<file path="src/rtl/frame_buf_scheduler_if.sv">
// Frame-event / buffer-address bus between the frame scheduler and its SDRAM write/read paths.
interface frame_buf_scheduler_if #(
    parameter int ADDR_W = 29
);
    logic              enable;
    logic              wr_frame_start;
    logic              wr_frame_done;
    logic              rd_frame_start;
    logic              wr_go;
    logic              wr_busy;
    logic [ADDR_W-1:0] wr_buf_addr;
    logic [1:0]        wr_buf_idx;
    logic              rd_valid;
    logic [ADDR_W-1:0] rd_buf_addr;
    logic [1:0]        rd_buf_idx;
    logic [15:0]       drop_cnt;
    logic [15:0]       repeat_cnt;

    modport master (
        output enable, wr_frame_start, wr_frame_done, rd_frame_start,
        input  wr_go, wr_busy, wr_buf_addr, wr_buf_idx,
        input  rd_valid, rd_buf_addr, rd_buf_idx, drop_cnt, repeat_cnt
    );

    modport slave (
        input  enable, wr_frame_start, wr_frame_done, rd_frame_start,
        output wr_go, wr_busy, wr_buf_addr, wr_buf_idx,
        output rd_valid, rd_buf_addr, rd_buf_idx, drop_cnt, repeat_cnt
    );
endinterface

</file>
<file path="src/rtl/frame_buf_scheduler.sv">
// Triple-buffer scheduler: the writer always gets a buffer (overwriting stale frames),
// the reader takes the newest completed frame or repeats the one it holds.
module frame_buf_scheduler #(
    parameter int                ADDR_W     = 29,
    parameter logic [ADDR_W-1:0] BASE_ADDR  = 29'h0100_0000,
    parameter logic [ADDR_W-1:0] BUF_STRIDE = 29'h0020_0000
) (
    input  logic           clk_100,
    input  logic           reset,
    frame_buf_scheduler_if.slave bus
);
    typedef enum logic [1:0] {FREE, WRITING, READY, READING} buf_st_e;
    typedef enum logic {W_IDLE, W_ACTIVE} wr_st_e;
    typedef enum logic {R_NONE, R_HOLD} rd_st_e;

    localparam logic [ADDR_W-1:0] ADDR1 = BASE_ADDR + BUF_STRIDE;
    localparam logic [ADDR_W-1:0] ADDR2 = ADDR1 + BUF_STRIDE;

    function automatic logic [ADDR_W-1:0] f_addr(input logic [1:0] idx);
        case (idx)
            2'd1:    f_addr = ADDR1;
            2'd2:    f_addr = ADDR2;
            default: f_addr = BASE_ADDR;
        endcase
    endfunction

    buf_st_e           r_st [0:2];
    wr_st_e            r_wstate;
    rd_st_e            r_rstate;
    logic [1:0]        r_wr_idx;
    logic [1:0]        r_rd_idx;
    logic [ADDR_W-1:0] r_wr_addr;
    logic [ADDR_W-1:0] r_rd_addr;
    logic              r_wr_go;
    logic [15:0]       r_drop_cnt;
    logic [15:0]       r_repeat_cnt;

    buf_st_e    w_st [0:2];
    wr_st_e     w_wstate_n;
    rd_st_e     w_rstate_n;
    logic [1:0] w_wr_idx_n;
    logic [1:0] w_rd_idx_n;
    logic       w_go;
    logic       w_drop;
    logic       w_repeat;
    logic [2:0] w_released;
    logic       w_rdy_found;
    logic [1:0] w_rdy_idx;
    logic       w_free_found;
    logic [1:0] w_free_idx;
    logic       w_wr_start;
    logic       w_rd_start;

    assign w_wr_start = bus.enable & bus.wr_frame_start;
    assign w_rd_start = bus.enable & bus.rd_frame_start;

    // Order inside one cycle: write completion, then reader hand-over, then writer allocation.
    always_comb begin
        w_st         = r_st;
        w_wstate_n   = r_wstate;
        w_rstate_n   = r_rstate;
        w_wr_idx_n   = r_wr_idx;
        w_rd_idx_n   = r_rd_idx;
        w_go         = 1'b0;
        w_drop       = 1'b0;
        w_repeat     = 1'b0;
        w_released   = 3'b000;
        w_rdy_found  = 1'b0;
        w_rdy_idx    = 2'd0;
        w_free_found = 1'b0;
        w_free_idx   = 2'd0;

        if (r_wstate == W_ACTIVE && bus.wr_frame_done) begin
            for (int i = 0; i < 3; i++) begin
                if (w_st[i] == READY) begin
                    w_st[i] = FREE;
                    w_drop  = 1'b1;
                end
            end
            w_st[r_wr_idx] = READY;
            w_wstate_n     = W_IDLE;
        end

        for (int i = 0; i < 3; i++) begin
            if (w_st[i] == READY) begin
                w_rdy_found = 1'b1;
                w_rdy_idx   = 2'(i);
            end
        end

        if (w_rd_start) begin
            if (w_rdy_found) begin
                for (int i = 0; i < 3; i++) begin
                    if (w_st[i] == READING) begin
                        w_st[i]       = FREE;
                        w_released[i] = 1'b1;
                    end
                end
                w_st[w_rdy_idx] = READING;
                w_rd_idx_n      = w_rdy_idx;
                w_rstate_n      = R_HOLD;
                w_rdy_found     = 1'b0;
            end else if (r_rstate == R_HOLD) begin
                w_repeat = 1'b1;
            end
        end

        // Descending scan so the lowest free index wins; reader-released buffers wait a cycle.
        for (int i = 2; i >= 0; i--) begin
            if (w_st[i] == FREE && !w_released[i]) begin
                w_free_found = 1'b1;
                w_free_idx   = 2'(i);
            end
        end

        if (w_wr_start) begin
            w_go = 1'b1;
            if (w_wstate_n == W_IDLE) begin
                if (w_free_found) begin
                    w_wr_idx_n = w_free_idx;
                end else begin
                    w_wr_idx_n = w_rdy_idx;
                    w_drop     = 1'b1;
                end
                w_st[w_wr_idx_n] = WRITING;
                w_wstate_n       = W_ACTIVE;
            end
        end
    end

    always_ff @(posedge clk_100 or posedge reset) begin
        if (reset) begin
            for (int i = 0; i < 3; i++) r_st[i] <= FREE;
            r_wstate     <= W_IDLE;
            r_rstate     <= R_NONE;
            r_wr_idx     <= 2'd0;
            r_rd_idx     <= 2'd0;
            r_wr_addr    <= BASE_ADDR;
            r_rd_addr    <= BASE_ADDR;
            r_wr_go      <= 1'b0;
            r_drop_cnt   <= 16'd0;
            r_repeat_cnt <= 16'd0;
        end else begin
            r_st         <= w_st;
            r_wstate     <= w_wstate_n;
            r_rstate     <= w_rstate_n;
            r_wr_idx     <= w_wr_idx_n;
            r_rd_idx     <= w_rd_idx_n;
            r_wr_addr    <= f_addr(w_wr_idx_n);
            r_rd_addr    <= f_addr(w_rd_idx_n);
            r_wr_go      <= w_go;
            if (w_drop && r_drop_cnt != 16'hFFFF) r_drop_cnt <= r_drop_cnt + 16'd1;
            if (w_repeat && r_repeat_cnt != 16'hFFFF) r_repeat_cnt <= r_repeat_cnt + 16'd1;
        end
    end

    assign bus.wr_go       = r_wr_go;
    assign bus.wr_busy     = (r_wstate == W_ACTIVE);
    assign bus.wr_buf_addr = r_wr_addr;
    assign bus.wr_buf_idx  = r_wr_idx;
    assign bus.rd_valid    = (r_rstate == R_HOLD);
    assign bus.rd_buf_addr = r_rd_addr;
    assign bus.rd_buf_idx  = r_rd_idx;
    assign bus.drop_cnt    = r_drop_cnt;
    assign bus.repeat_cnt  = r_repeat_cnt;
endmodule

</file>
<file path="src/flat_wrapper.sv">
// flat-port wrapper written by rule: the top's interface ports become plain ports
module frame_buf_scheduler_flat 
#(
    parameter int                ADDR_W     = 29,
    parameter logic [ADDR_W-1:0] BASE_ADDR  = 29'h0100_0000,
    parameter logic [ADDR_W-1:0] BUF_STRIDE = 29'h0020_0000
)
  (clk_100, reset, bus_enable, bus_wr_frame_start, bus_wr_frame_done, bus_rd_frame_start, bus_wr_go, bus_wr_busy, bus_wr_buf_addr, bus_wr_buf_idx, bus_rd_valid, bus_rd_buf_addr, bus_rd_buf_idx, bus_drop_cnt, bus_repeat_cnt);
  frame_buf_scheduler_if #(.ADDR_W(ADDR_W)) bus_i ();
  input  logic clk_100;
  input  logic reset;
  input wire logic [$bits(bus_i.enable)-1:0] bus_enable;
  input wire logic [$bits(bus_i.wr_frame_start)-1:0] bus_wr_frame_start;
  input wire logic [$bits(bus_i.wr_frame_done)-1:0] bus_wr_frame_done;
  input wire logic [$bits(bus_i.rd_frame_start)-1:0] bus_rd_frame_start;
  output wire logic [$bits(bus_i.wr_go)-1:0] bus_wr_go;
  output wire logic [$bits(bus_i.wr_busy)-1:0] bus_wr_busy;
  output wire logic [$bits(bus_i.wr_buf_addr)-1:0] bus_wr_buf_addr;
  output wire logic [$bits(bus_i.wr_buf_idx)-1:0] bus_wr_buf_idx;
  output wire logic [$bits(bus_i.rd_valid)-1:0] bus_rd_valid;
  output wire logic [$bits(bus_i.rd_buf_addr)-1:0] bus_rd_buf_addr;
  output wire logic [$bits(bus_i.rd_buf_idx)-1:0] bus_rd_buf_idx;
  output wire logic [$bits(bus_i.drop_cnt)-1:0] bus_drop_cnt;
  output wire logic [$bits(bus_i.repeat_cnt)-1:0] bus_repeat_cnt;
  assign bus_i.enable = bus_enable;
  assign bus_i.wr_frame_start = bus_wr_frame_start;
  assign bus_i.wr_frame_done = bus_wr_frame_done;
  assign bus_i.rd_frame_start = bus_rd_frame_start;
  assign bus_wr_go = bus_i.wr_go;
  assign bus_wr_busy = bus_i.wr_busy;
  assign bus_wr_buf_addr = bus_i.wr_buf_addr;
  assign bus_wr_buf_idx = bus_i.wr_buf_idx;
  assign bus_rd_valid = bus_i.rd_valid;
  assign bus_rd_buf_addr = bus_i.rd_buf_addr;
  assign bus_rd_buf_idx = bus_i.rd_buf_idx;
  assign bus_drop_cnt = bus_i.drop_cnt;
  assign bus_repeat_cnt = bus_i.repeat_cnt;
  frame_buf_scheduler #(.ADDR_W(ADDR_W), .BASE_ADDR(BASE_ADDR), .BUF_STRIDE(BUF_STRIDE)) u_core (.clk_100(clk_100), .reset(reset), .bus(bus_i));
endmodule
</file>
<file path="config.mk">
export PLATFORM = sky130hd
export DESIGN_NAME = frame_buf_scheduler_flat
export DESIGN_NICKNAME = d
export VERILOG_FILES = /design/src/rtl/frame_buf_scheduler_if.sv /design/src/rtl/frame_buf_scheduler.sv /design/src/flat_wrapper.sv
export SDC_FILE = /design/constraint.sdc
export NUM_CORES = 1
export LEC_CHECK = 0
export ABC_AREA = 0
export CAP_MARGIN = 20
export CORE_ASPECT_RATIO = 1.1
export CORE_MARGIN = 10
export CORE_UTILIZATION = 49
export CTS_CLUSTER_DIAMETER = 30
export DETAILED_ROUTE_END_ITERATION = 8
export GPL_TIMING_DRIVEN = 0
export HOLD_SLACK_MARGIN = 0.03
export PLACE_DENSITY_LB_ADDON = 0.08
export SLEW_MARGIN = 10
export SYNTH_ARGS = -nofsm -noshare
export SYNTH_HDL_FRONTEND = slang
export SYNTH_SLANG_ARGS = --single-unit
</file>
<file path="constraint.sdc">
create_clock -name clk_100 -period 6.2 [get_ports clk_100]
set_input_delay 1.24 -clock clk_100 [delete_from_list [all_inputs] [get_ports clk_100]]
set_output_delay 1.24 -clock clk_100 [all_outputs]
set_load 0.01 [all_outputs]
</file>
=== Word-level counts from Yosys, hierarchy flattened ===
Cells that the tools add are included.
W data, S select, Z words.

* Register bits after elaboration: 95
* Latch bits: 0
* Memory bits (writable): 0
* Memory bits (read-only): 0
* Output and inout bits: 97
* Word-level logic and storage cells: 127
* Memories kept: 0

* Add/sub/neg operators: 2
* Multipliers: 0
* Divide/modulo/power cells: 0
* Order comparisons: 6
* Equality and inequality tests: 15
* Shift-type cells: 0
* Muxes and demuxes: 64
* Bitwise operators: 12
* Reductions and logical operators: 16

{| class="wikitable"
|+ Operators with widths
! kind !! number
|-
| $pmux W23 S2 || 2
|-
| $mux W2 || 29
|-
| $add A16 B1 Y16 const B || 2
|-
| $ne A16 B16 Y1 const B || 2
|-
| $mux W6 || 5
|-
| $mux W1 || 23
|-
| $eq A2 B2 Y1 const B || 11
|-
| $demux W2 S2 || 3
|-
| $ge A3 B3 Y1 const B || 3
|-
| $logic_and A1 B1 Y1 || 9
|-
| $lt A3 B1 Y1 const B || 3
|-
| $not A2 Y3 || 3
|-
| $and A3 B3 Y3 || 2
|-
| $logic_not A2 Y1 || 3
|-
| $mux W3 || 2
|-
| $not A3 Y3 || 2
|-
| $or A3 B3 Y3 || 2
|-
| $or A6 B6 Y6 || 1
|-
| $eq A2 B1 Y1 const B || 2
|-
| $logic_not A1 Y1 || 3
|-
| $and A1 B1 Y1 || 2
|-
| $reduce_and A2 Y1 || 1
|}

=== Logic depth before layout (Yosys ltp) ===
Gate-level depths: netlist of the first run.

* Word-level depth: 36
* Mapped depth: 12
* Mapped depth without buffers: 10

=== Worst setup path before layout of the first run ===
OpenSTA, ideal clock, no wires.

* Kind: in2reg
* Start point: input bus_wr_frame_done
* End point: register u_core.r_drop_cnt[1], in the netlist u_core.bus.drop_cnt[1]
* Data arrival time: 3.370 ns
* Data required time: 6.072 ns
* Setup slack: 2.702 ns
* Cell stages on the path: 11
* Buffers on the path: 1
* Cell sequence: and2_2 nand2_1 o21ai_0 ha_1 buf_4 nand4b_1 nand2_1 or3b_4 a31oi_4 nor2_2 mux2_1

* Longest elaborated chain between the ends: 22
* Elaborated cells between the ends (all ways): 54
* Those cells by class: order compare: 2; eq/ne: 6; mux: 32; bitwise: 2; reduce/logical: 12

{| class="wikitable"
|+ RTL lines
! element !! line !! text
|-
| start: declaration || flat_wrapper.sv:14 || <nowiki>input wire logic [$bits(bus_i.wr_frame_done)-1:0] bus_wr_frame_done;</nowiki>
|-
| $logic_and A1 B1 Y1 * || frame_buf_scheduler.sv:73 || <nowiki>if (r_wstate == W_ACTIVE && bus.wr_frame_done) begin</nowiki>
|-
| $mux W6 || frame_buf_scheduler.sv:73 ||
|-
| $eq A2 B2 Y1 || frame_buf_scheduler.sv:85 || <nowiki>if (w_st[i] == READY) begin</nowiki>
|-
| $mux W1 || frame_buf_scheduler.sv:85 ||
|-
| $mux W2 || frame_buf_scheduler.sv:85 ||
|-
| $not A2 Y3 (implied by the code) || frame_buf_scheduler.sv:99 || <nowiki>w_st[w_rdy_idx] = READING;</nowiki>
|-
| $ge A3 B3 Y1 (implied by the code) or $lt A3 B1 Y1 (tied branches) || frame_buf_scheduler.sv:99 ||
|-
| $logic_and A1 B1 Y1 (implied by the code) || frame_buf_scheduler.sv:99 ||
|-
| [4 not listed] || -- ||
|-
| $mux W6 || frame_buf_scheduler.sv:91 || <nowiki>if (w_rd_start) begin</nowiki>
|-
| $logic_not A2 Y1 || frame_buf_scheduler.sv:110 || <nowiki>if (w_st[i] == FREE && !w_released[i]) begin</nowiki>
|-
| $logic_and A1 B1 Y1 || frame_buf_scheduler.sv:110 ||
|-
| $mux W1 (3 in series) || frame_buf_scheduler.sv:110 ||
|-
| $mux W1 || frame_buf_scheduler.sv:119 || <nowiki>if (w_free_found) begin</nowiki>
|-
| $mux W1 || frame_buf_scheduler.sv:118 || <nowiki>if (w_wstate_n == W_IDLE) begin</nowiki>
|-
| $mux W1 * || frame_buf_scheduler.sv:116 || <nowiki>if (w_wr_start) begin</nowiki>
|-
| $logic_and A1 B1 Y1 * || frame_buf_scheduler.sv:152 || <nowiki>if (w_drop && r_drop_cnt != 16'hFFFF) r_drop_cnt <= r_drop_cnt + 16'd1;</nowiki>
|-
| end signal: assignment || frame_buf_scheduler.sv:152 ||
|-
| end: declaration || frame_buf_scheduler.sv:35 || <nowiki>logic [15:0] r_drop_cnt;</nowiki>
|}

Mark *: on every way between the ends. The rest lies on a longest branch, timed or not. The select of a mux whose other input is x is not followed.
A chain may end at the register's enable or synchronous reset.

=== Final worst setup path of the first run ===
* Start point: input bus_wr_frame_done
* End point: register u_core.r_drop_cnt[2], in the netlist u_core.bus.drop_cnt[2]

Same word-level chain as after synthesis.

==> results of run 1 <==
-- layout make-up --
cell class                 instances  area [sq um]  share of cell area (%)
clock buffer                       7          86.3                    2.22
sequential                        49          1230                    31.5
timing repair buffer              49           500                    12.8
multi-input combinational        238          1490                    38.2
tap                               77          96.3                    2.47
inverter                           7          26.3                   0.674
buffer                            59           444                    11.4
clock inverter                     1          30.0                   0.771
-- cell usage in the layout, fill, tap and decap left out, types with 6 or more instances in the layout --
| cell | instances |
|---|---|
| sky130_fd_sc_hd__a21oi_1 | 9 |
| sky130_fd_sc_hd__buf_4 | 55 |
| sky130_fd_sc_hd__clkbuf_8 | 6 |
| sky130_fd_sc_hd__clkdlybuf4s50_1 | 48 |
| sky130_fd_sc_hd__conb_1 | 54 |
| sky130_fd_sc_hd__dfrtp_1 | 49 |
| sky130_fd_sc_hd__inv_1 | 6 |
| sky130_fd_sc_hd__nand2_1 | 25 |
| sky130_fd_sc_hd__nand3_1 | 15 |
| sky130_fd_sc_hd__nand4_1 | 7 |
| sky130_fd_sc_hd__nor2_1 | 18 |
| sky130_fd_sc_hd__nor3_1 | 9 |
| sky130_fd_sc_hd__xnor2_1 | 15 |
| sky130_fd_sc_hd__xor2_1 | 15 |
-- how the worst min path moves through the flow --
| stage | start | to | slack (ns) |
|---|---|---|---|
| finish | u_core.bus.drop_cnt[5] | u_core.bus.drop_cnt[5] | 0.49 |
| global route | u_core.bus.repeat_cnt[12] | u_core.bus.repeat_cnt[12] | 0.52 |
| CTS | u_core.bus.drop_cnt[5] | u_core.bus.drop_cnt[5] | 0.49 |
| detailed placement | u_core.bus.drop_cnt[5] | u_core.bus.drop_cnt[5] | 0.47 |
| global placement | u_core.bus.drop_cnt[5] | u_core.bus.drop_cnt[5] | 0.47 |
| floorplan | u_core.bus.drop_cnt[5] | u_core.bus.drop_cnt[5] | 0.52 |
-- worst max-delay path, delay by kind of cell --
kind,cells,cell delay (ns)
adders and majority gates,1,0.23
AOI/OAI and AO/OA,3,0.97
buffers and inverters,3,0.99
xor gates and xnor gates,1,0.17
and+or+nand+nor,5,0.87
-- through the flow --
| step | setup slack [ns] | cells |
|---|---|---|
| after CTS | 1.91 | 487 |
| after detailed placement | 1.60 | 479 |
| final | 1.96 | 487 |
| after global placement | 1.75 | 478 |
| after global routing | 1.55 | 487 |
| after floorplan | 2.70 | 353 |
-- metal layers --
layer  global-route usage, %  up-vias  part of all wire, %
li1                        -     1139                    -
met1                    15.0     1085                   38
met2                    24.7       60                   52
met3                    6.30        5                  9.1
met4                    3.69        0                 0.95
met5                       0        -                    0
-- cells by family after synthesis --
kind of cell    share of synthesized area [%]
xor+xnor                                 8.79
other cells                             0.251
simple gates                             22.4
mux                                      1.13
compound gates                           8.54
flops                                    41.0
fa+ha+maj                                2.09
buf+inv                                  15.7
-- power by group --
group / leakage [uW] / internal [uW] / switching, uW / total (uW)
registers: 0.000638 / 383 / 75.6 / 459
logic: 0.00119 / 235 / 227 / 462
clock network: 0.0000585 / 132 / 104 / 236
-- sequential cells by signal (all words and copies together) (netlist names) --
| name | cells |
|---|---|
| u_core.bus.drop_cnt | 16 |
| u_core.bus.rd_buf_addr | 2 |
| u_core.bus.rd_buf_idx | 2 |
| u_core.bus.rd_valid | 1 |
| u_core.bus.repeat_cnt | 16 |
| u_core.bus.wr_buf_addr | 2 |
| u_core.bus.wr_buf_idx | 2 |
| u_core.bus.wr_busy | 1 |
| u_core.bus.wr_go | 1 |
| u_core.r_st | 6 |
==> metrics.cfg, run 1 <==
[status]
status = complete, no violations

[sta]
post-route-period-util_pct = 68.5
grt_setup_unrepaired = false
setup_tns_ns = 0
slew_viol_final = 0
period_minus_slack_ns = 4.24
timing.max_slew.rel_slack_pct = 57.9
timing_worst_slew_pin_value_ns = 0.623
timing.hold.ws_ns = 0.488
final_hold_viols = 0
final-setup-viol-count = 0
clock-skew-final_ns = 0.00549
max_clock_freq_mhz = 236

[run]
maxCapViolCount = 0

[routing]
dr.first_iter.drc_count = 50
via_count = 2289
drt_first_pass_iters = 4
drt_wl_total_um = 6670
via_per_inst = 4.70
ant_nets = 0
avg_wl_per_cell_um = 13.7
route.detailed.drc = 0

[floorplan]
die_x_um = 94.5
die_area_sq_um = 9620
starting_density_of_the_core_pct = 51.1
core.rowCount = 29
placeableCoreArea_sq_um = 5840
top_level_ports = 103
dieHeight_um = 102

[synth]
synth.largest_area_cell = sky130_fd_sc_hd__dfrtp_1
avgSynthCellArea_sq_um = 9.93
ys.warnings.count = 0
synth_top_cells_by_count = sky130_fd_sc_hd__buf_4, sky130_fd_sc_hd__dfrtp_1, sky130_fd_sc_hd__nand2_1, sky130_fd_sc_hd__nor2_1
seq_area_frac_synth_pct = 41.0
yosysMostFrequentCell = sky130_fd_sc_hd__buf_4
ys_dominant_reg_cell = sky130_fd_sc_hd__dfrtp_1
synth-async-reset-ratio_pct = 100
synth-seq-cells = 49
synth.distinct_cells = 60
number_of_enable_flip_flop_cells_after_synthesis = 0
netlist_area_sq_um = 2990
post_synth_top_area_share_pct = 41.0
ys_top_cells_by_area = sky130_fd_sc_hd__dfrtp_1, sky130_fd_sc_hd__buf_4, sky130_fd_sc_hd__xnor2_1, sky130_fd_sc_hd__xor2_1, sky130_fd_sc_hd__nand2_1
instance_count_of_the_mapped_netlist = 301

[cts]
post_cts_resized = 0
cts_made_buffers = 5
clock_path_buffers = 2
cts_htree_levels = 2
tritoncts_num_sinks = 49
cts_hold_buffers = 0
cts_tree = done
insertion_delay_ns = 0.30
clock-root-buffer = sky130_fd_sc_hd__clkbuf_8
clk_transition_reported_paths_ns = 0.09
cts_post_setup_buffers_inserted = 0

[worst_setup_path]
worst_r2r_path_depth = 12
cp_capture_type = register
slowest_delay_ns = 0.62
worst-setup-path-type = in -> reg
path_cells = clkdlybuf4s50_1, and2_2, nand2_1, o21ai_0, ha_1, buf_4, nand4b_1, nand2_1, o21ai_0, a31oi_4, buf_6, nor3b_1, xor2_1
setup.worst_path.start_class = primary input
r2r_end = u_core.bus.drop_cnt[2]
critPathMaxFanout = 10
crit_start = bus_wr_frame_done
crit_path_end = u_core.bus.drop_cnt[2]
worstPathRequired_ns = 6.43
worst-endpoint-arrival_ns = 4.47
timing.critical_path.slowest_stage_cell = sky130_fd_sc_hd__clkdlybuf4s50_1
r2r_slack_ns = 3.04
reg2reg_start = u_core.bus.wr_busy

[power]
total_power_uw = 1160
p_leak_uw = 0.00189
ir_worst_vdd_uv = 284
cellPowerDensity_nw_per_um2 = 297

[hold_path]
worst_hold_path.num_cells = 1
hold_wc_path_type = reg -> reg

[finish]
final_design_area_no_fill_sq_um = 3900
num-nets-final = 420
syn2layout_area_growth_pct = 30.4
drive_above_1_share_pct = 21.7
finish.utilization_pct = 66.7
insertedDiodeCount = 0
layout.filler_cells = 516

[placement]
routabilityCongestion = 0.879
placement.cell_area_sq_um = 3780
count_of_buffers_inserted_at_the_top_level_ports = 48
detailed_place_hpwl_um = 5280

[global_routing]
grt_usage_pct = 14.1
pin_count_of_the_biggest_net_entering_global_routing = 26
grt_antenna_before_repair = 0
number_of_global_route_vias_before_repair = 2328
first_pass_grt_wire_length_um = 11200
grt_overflow_total = 0

No activity file was read; power rests on OpenSTA's default activity.
==> run 2, diff against run 1 <==
--- a/config.mk
+++ b/config.mk
@@ -9,7 +9,7 @@
 export CAP_MARGIN = 20
 export CORE_ASPECT_RATIO = 1.1
 export CORE_MARGIN = 10
-export CORE_UTILIZATION = 49
+export CORE_UTILIZATION = 41
 export CTS_CLUSTER_DIAMETER = 30
 export DETAILED_ROUTE_END_ITERATION = 8
 export GPL_TIMING_DRIVEN = 0
==> constraint.sdc (replaced) <==
create_clock -name clk_100 -period 3.9 [get_ports clk_100]
set_input_delay 0.78 -clock clk_100 [delete_from_list [all_inputs] [get_ports clk_100]]
set_output_delay 0.78 -clock clk_100 [all_outputs]
set_load 0.01 [all_outputs]
==> run 2 against run 1 <==
Against the previous run: utilization shrank 12 points; critical path depth shrank 1; register-to-register slack lost 2.1 ns; combinational power grew 59%; via count shrank 2.4%; power grew 52%; sequential share of layout area grew 0.15 points; worst setup slack lost 1.6 ns.
==> metrics.cfg, run 2 (synthesis gave the netlist of run 1 again) <==
[cts]
cts_post_setup_buffers_inserted = 0
clock_path_buffers = 2
cts_htree_levels = 2
cts_made_buffers = 5
clk_transition_reported_paths_ns = 0.09
clock-root-buffer = sky130_fd_sc_hd__clkbuf_8
insertion_delay_ns = 0.31
tritoncts_num_sinks = 49
cts_tree = done

[finish]
drive_above_1_share_pct = 21.7
num-nets-final = 420
final_design_area_no_fill_sq_um = 3880
insertedDiodeCount = 0
layout.cells.most_common = sky130_fd_sc_hd__buf_4
final_cell_count_without_fillers = 495
layout.filler_cells = 665
syn2layout_area_growth_pct = 29.8
most_used_cells_in_the_layout_excluding_fill_and_tap_cells = sky130_fd_sc_hd__buf_4, sky130_fd_sc_hd__conb_1, sky130_fd_sc_hd__dfrtp_1

[run]
maxCapViolCount = 0

[floorplan]
core.rowCount = 32
starting_density_of_the_core_pct = 42.4
die_area_sq_um = 11100
top_level_ports = 103
die_x_um = 101
placeableCoreArea_sq_um = 7050
dieHeight_um = 110

[power]
p_leak_uw = 0.00187
total_power_uw = 1760
power_report.internal_total_uw = 1110
ir_worst_vdd_uv = 335
combinational_fraction_of_design_power_pct = 41.7
cellPowerDensity_nw_per_um2 = 454
power.switching_fraction_pct = 37.0
share_seq_of_total_power_pct = 41.2
p_sw_uw = 651
clockPowerShare_pct = 17.1

[sta]
clock-skew-final_ns = 0.0116
final-setup-viol-count = 0
slew_viol_final = 0
timing.max_slew.rel_slack_pct = 55.0
max_clock_freq_mhz = 278
final_hold_viols = 0
final_critical_path_setup_slack_ns = 0.307
post-route-period-util_pct = 92.1
period_minus_slack_ns = 3.59
timing_worst_slew_pin_value_ns = 0.666
grt_setup_unrepaired = false

[hold_path]
hold_wc_path_type = reg -> reg
hold_path_startpoint = u_core.bus.drop_cnt[5]

[placement]
detailedPlace.worstSlack_ns = -0.150
count_of_buffers_inserted_at_the_top_level_ports = 48
detailed_place_hpwl_um = 5270
placement.cell_area_sq_um = 3790
post-place-cells = 487
routabilityCongestion = 0.781

[routing]
via_count = 2235
drt_wl_total_um = 6760
drt_first_pass_iters = 4
avg_wl_per_cell_um = 13.6
route.detailed.drc = 0
dr.first_iter.drc_count = 68
ant_nets = 0
via_per_inst = 4.52

[worst_setup_path]
slowest_delay_ns = 0.60
worst-setup-path-type = in -> reg
critPathMaxFanout = 10
worst-endpoint-arrival_ns = 3.84
path_cells = clkdlybuf4s50_1, nand2_1, o21ai_0, o21ai_1, ha_1, buf_4, nand4b_1, o311ai_2, mux2_2, or3_1, a21oi_1, a211o_1
cp_capture_type = register
setup.worst_path.start_class = primary input
reg2reg_start = u_core.bus.wr_busy
crit_start = bus_wr_frame_done
worstPathRequired_ns = 4.15
timing.critical_path.slowest_stage_cell = sky130_fd_sc_hd__clkdlybuf4s50_1

[status]
status = complete, no violations

[global_routing]
grt_usage_pct = 12.0
pin_count_of_the_biggest_net_entering_global_routing = 32
first_pass_grt_wire_length_um = 11000
number_of_global_route_vias_before_repair = 2263
grt_antenna_before_repair = 0
grt_overflow_total = 0

-- run 2: changes by cell type in the layout (fill, tap and decap cells not counted), sizes merged --
cell / delta
bufinv: -1
clkbuf: -1
clkinvlp: +2
-- run 2: layout make-up --
class / count / area [sq um] / share of cell area (%)
multi-input combinational: 238 / 1490 / 38.3
tap: 85 / 106 / 2.74
clock inverter: 2 / 15.0 / 0.387
clock buffer: 6 / 72.6 / 1.87
buffer: 59 / 444 / 11.5
timing repair buffer: 49 / 500 / 12.9
inverter: 7 / 26.3 / 0.678
sequential: 49 / 1230 / 31.6
-- run 2: critical path, delay by kind of cell --
family	cells	cell delay [ns]
AND/OR/NAND/NOR	3	0.84
adder cells (fa/ha/maj)	1	0.21
AO/OA/AOI/OAI	5	0.83
buffers and inverters	2	0.77
multiplexers	1	0.40
-- run 2: per-layer routing --
metal,routed length [um],global-route usage (%)
met3,651,5.21
met1,2660,13.3
met4,79,4.08
met5,0,0
met2,3370,20.3
-- run 2: repair_timing --
| item | CTS | global route |
|---|---|---|
| gates resized for setup | 0 | 1 |
| hold buffers | 0 | 0 |
| endpoints found under the setup margin | 0 | 16 |
-- run 2: power groups by stage --
stage | registers (uW) | logic, uW | clock network, uW
6_report | 726 | 736 | 301
5_1_grt | 750 | 821 | 335
4_1_cts | 726 | 741 | 313
3_5_place_dp | 735 | 737 | 0
3_3_place_gp | 734 | 723 | 0
2_1_floorplan | 746 | 455 | 0
-- run 2: worst paths after layout --
check / end / slack [ns] / cells past startpoint
max reg2reg: u_core.bus.drop_cnt[3] / 0.92 / 12
max in group asynchronous: u_core.r_st[2] / 2.59 / 3
max: u_core.r_st[4] / 0.31 / 12
min: u_core.bus.drop_cnt[5] / 0.49 / 1
min reg2reg: u_core.bus.drop_cnt[5] / 0.49 / 1
min in group asynchronous: u_core.bus.drop_cnt[12] / 0.79 / 2
-- run 2: per-stage QoR --
stage / TNS, ns / hold slack [ns] / util, %
CTS: 0 / 0.493 / 55.0
floorplan: 0 / 0.515 / -
finish: 0 / 0.490 / 55.0
detailed placement: -2.07 / 0.474 / 53.8
global placement: -1.03 / 0.472 / 53.5
global route: 0 / 0.508 / 55.0
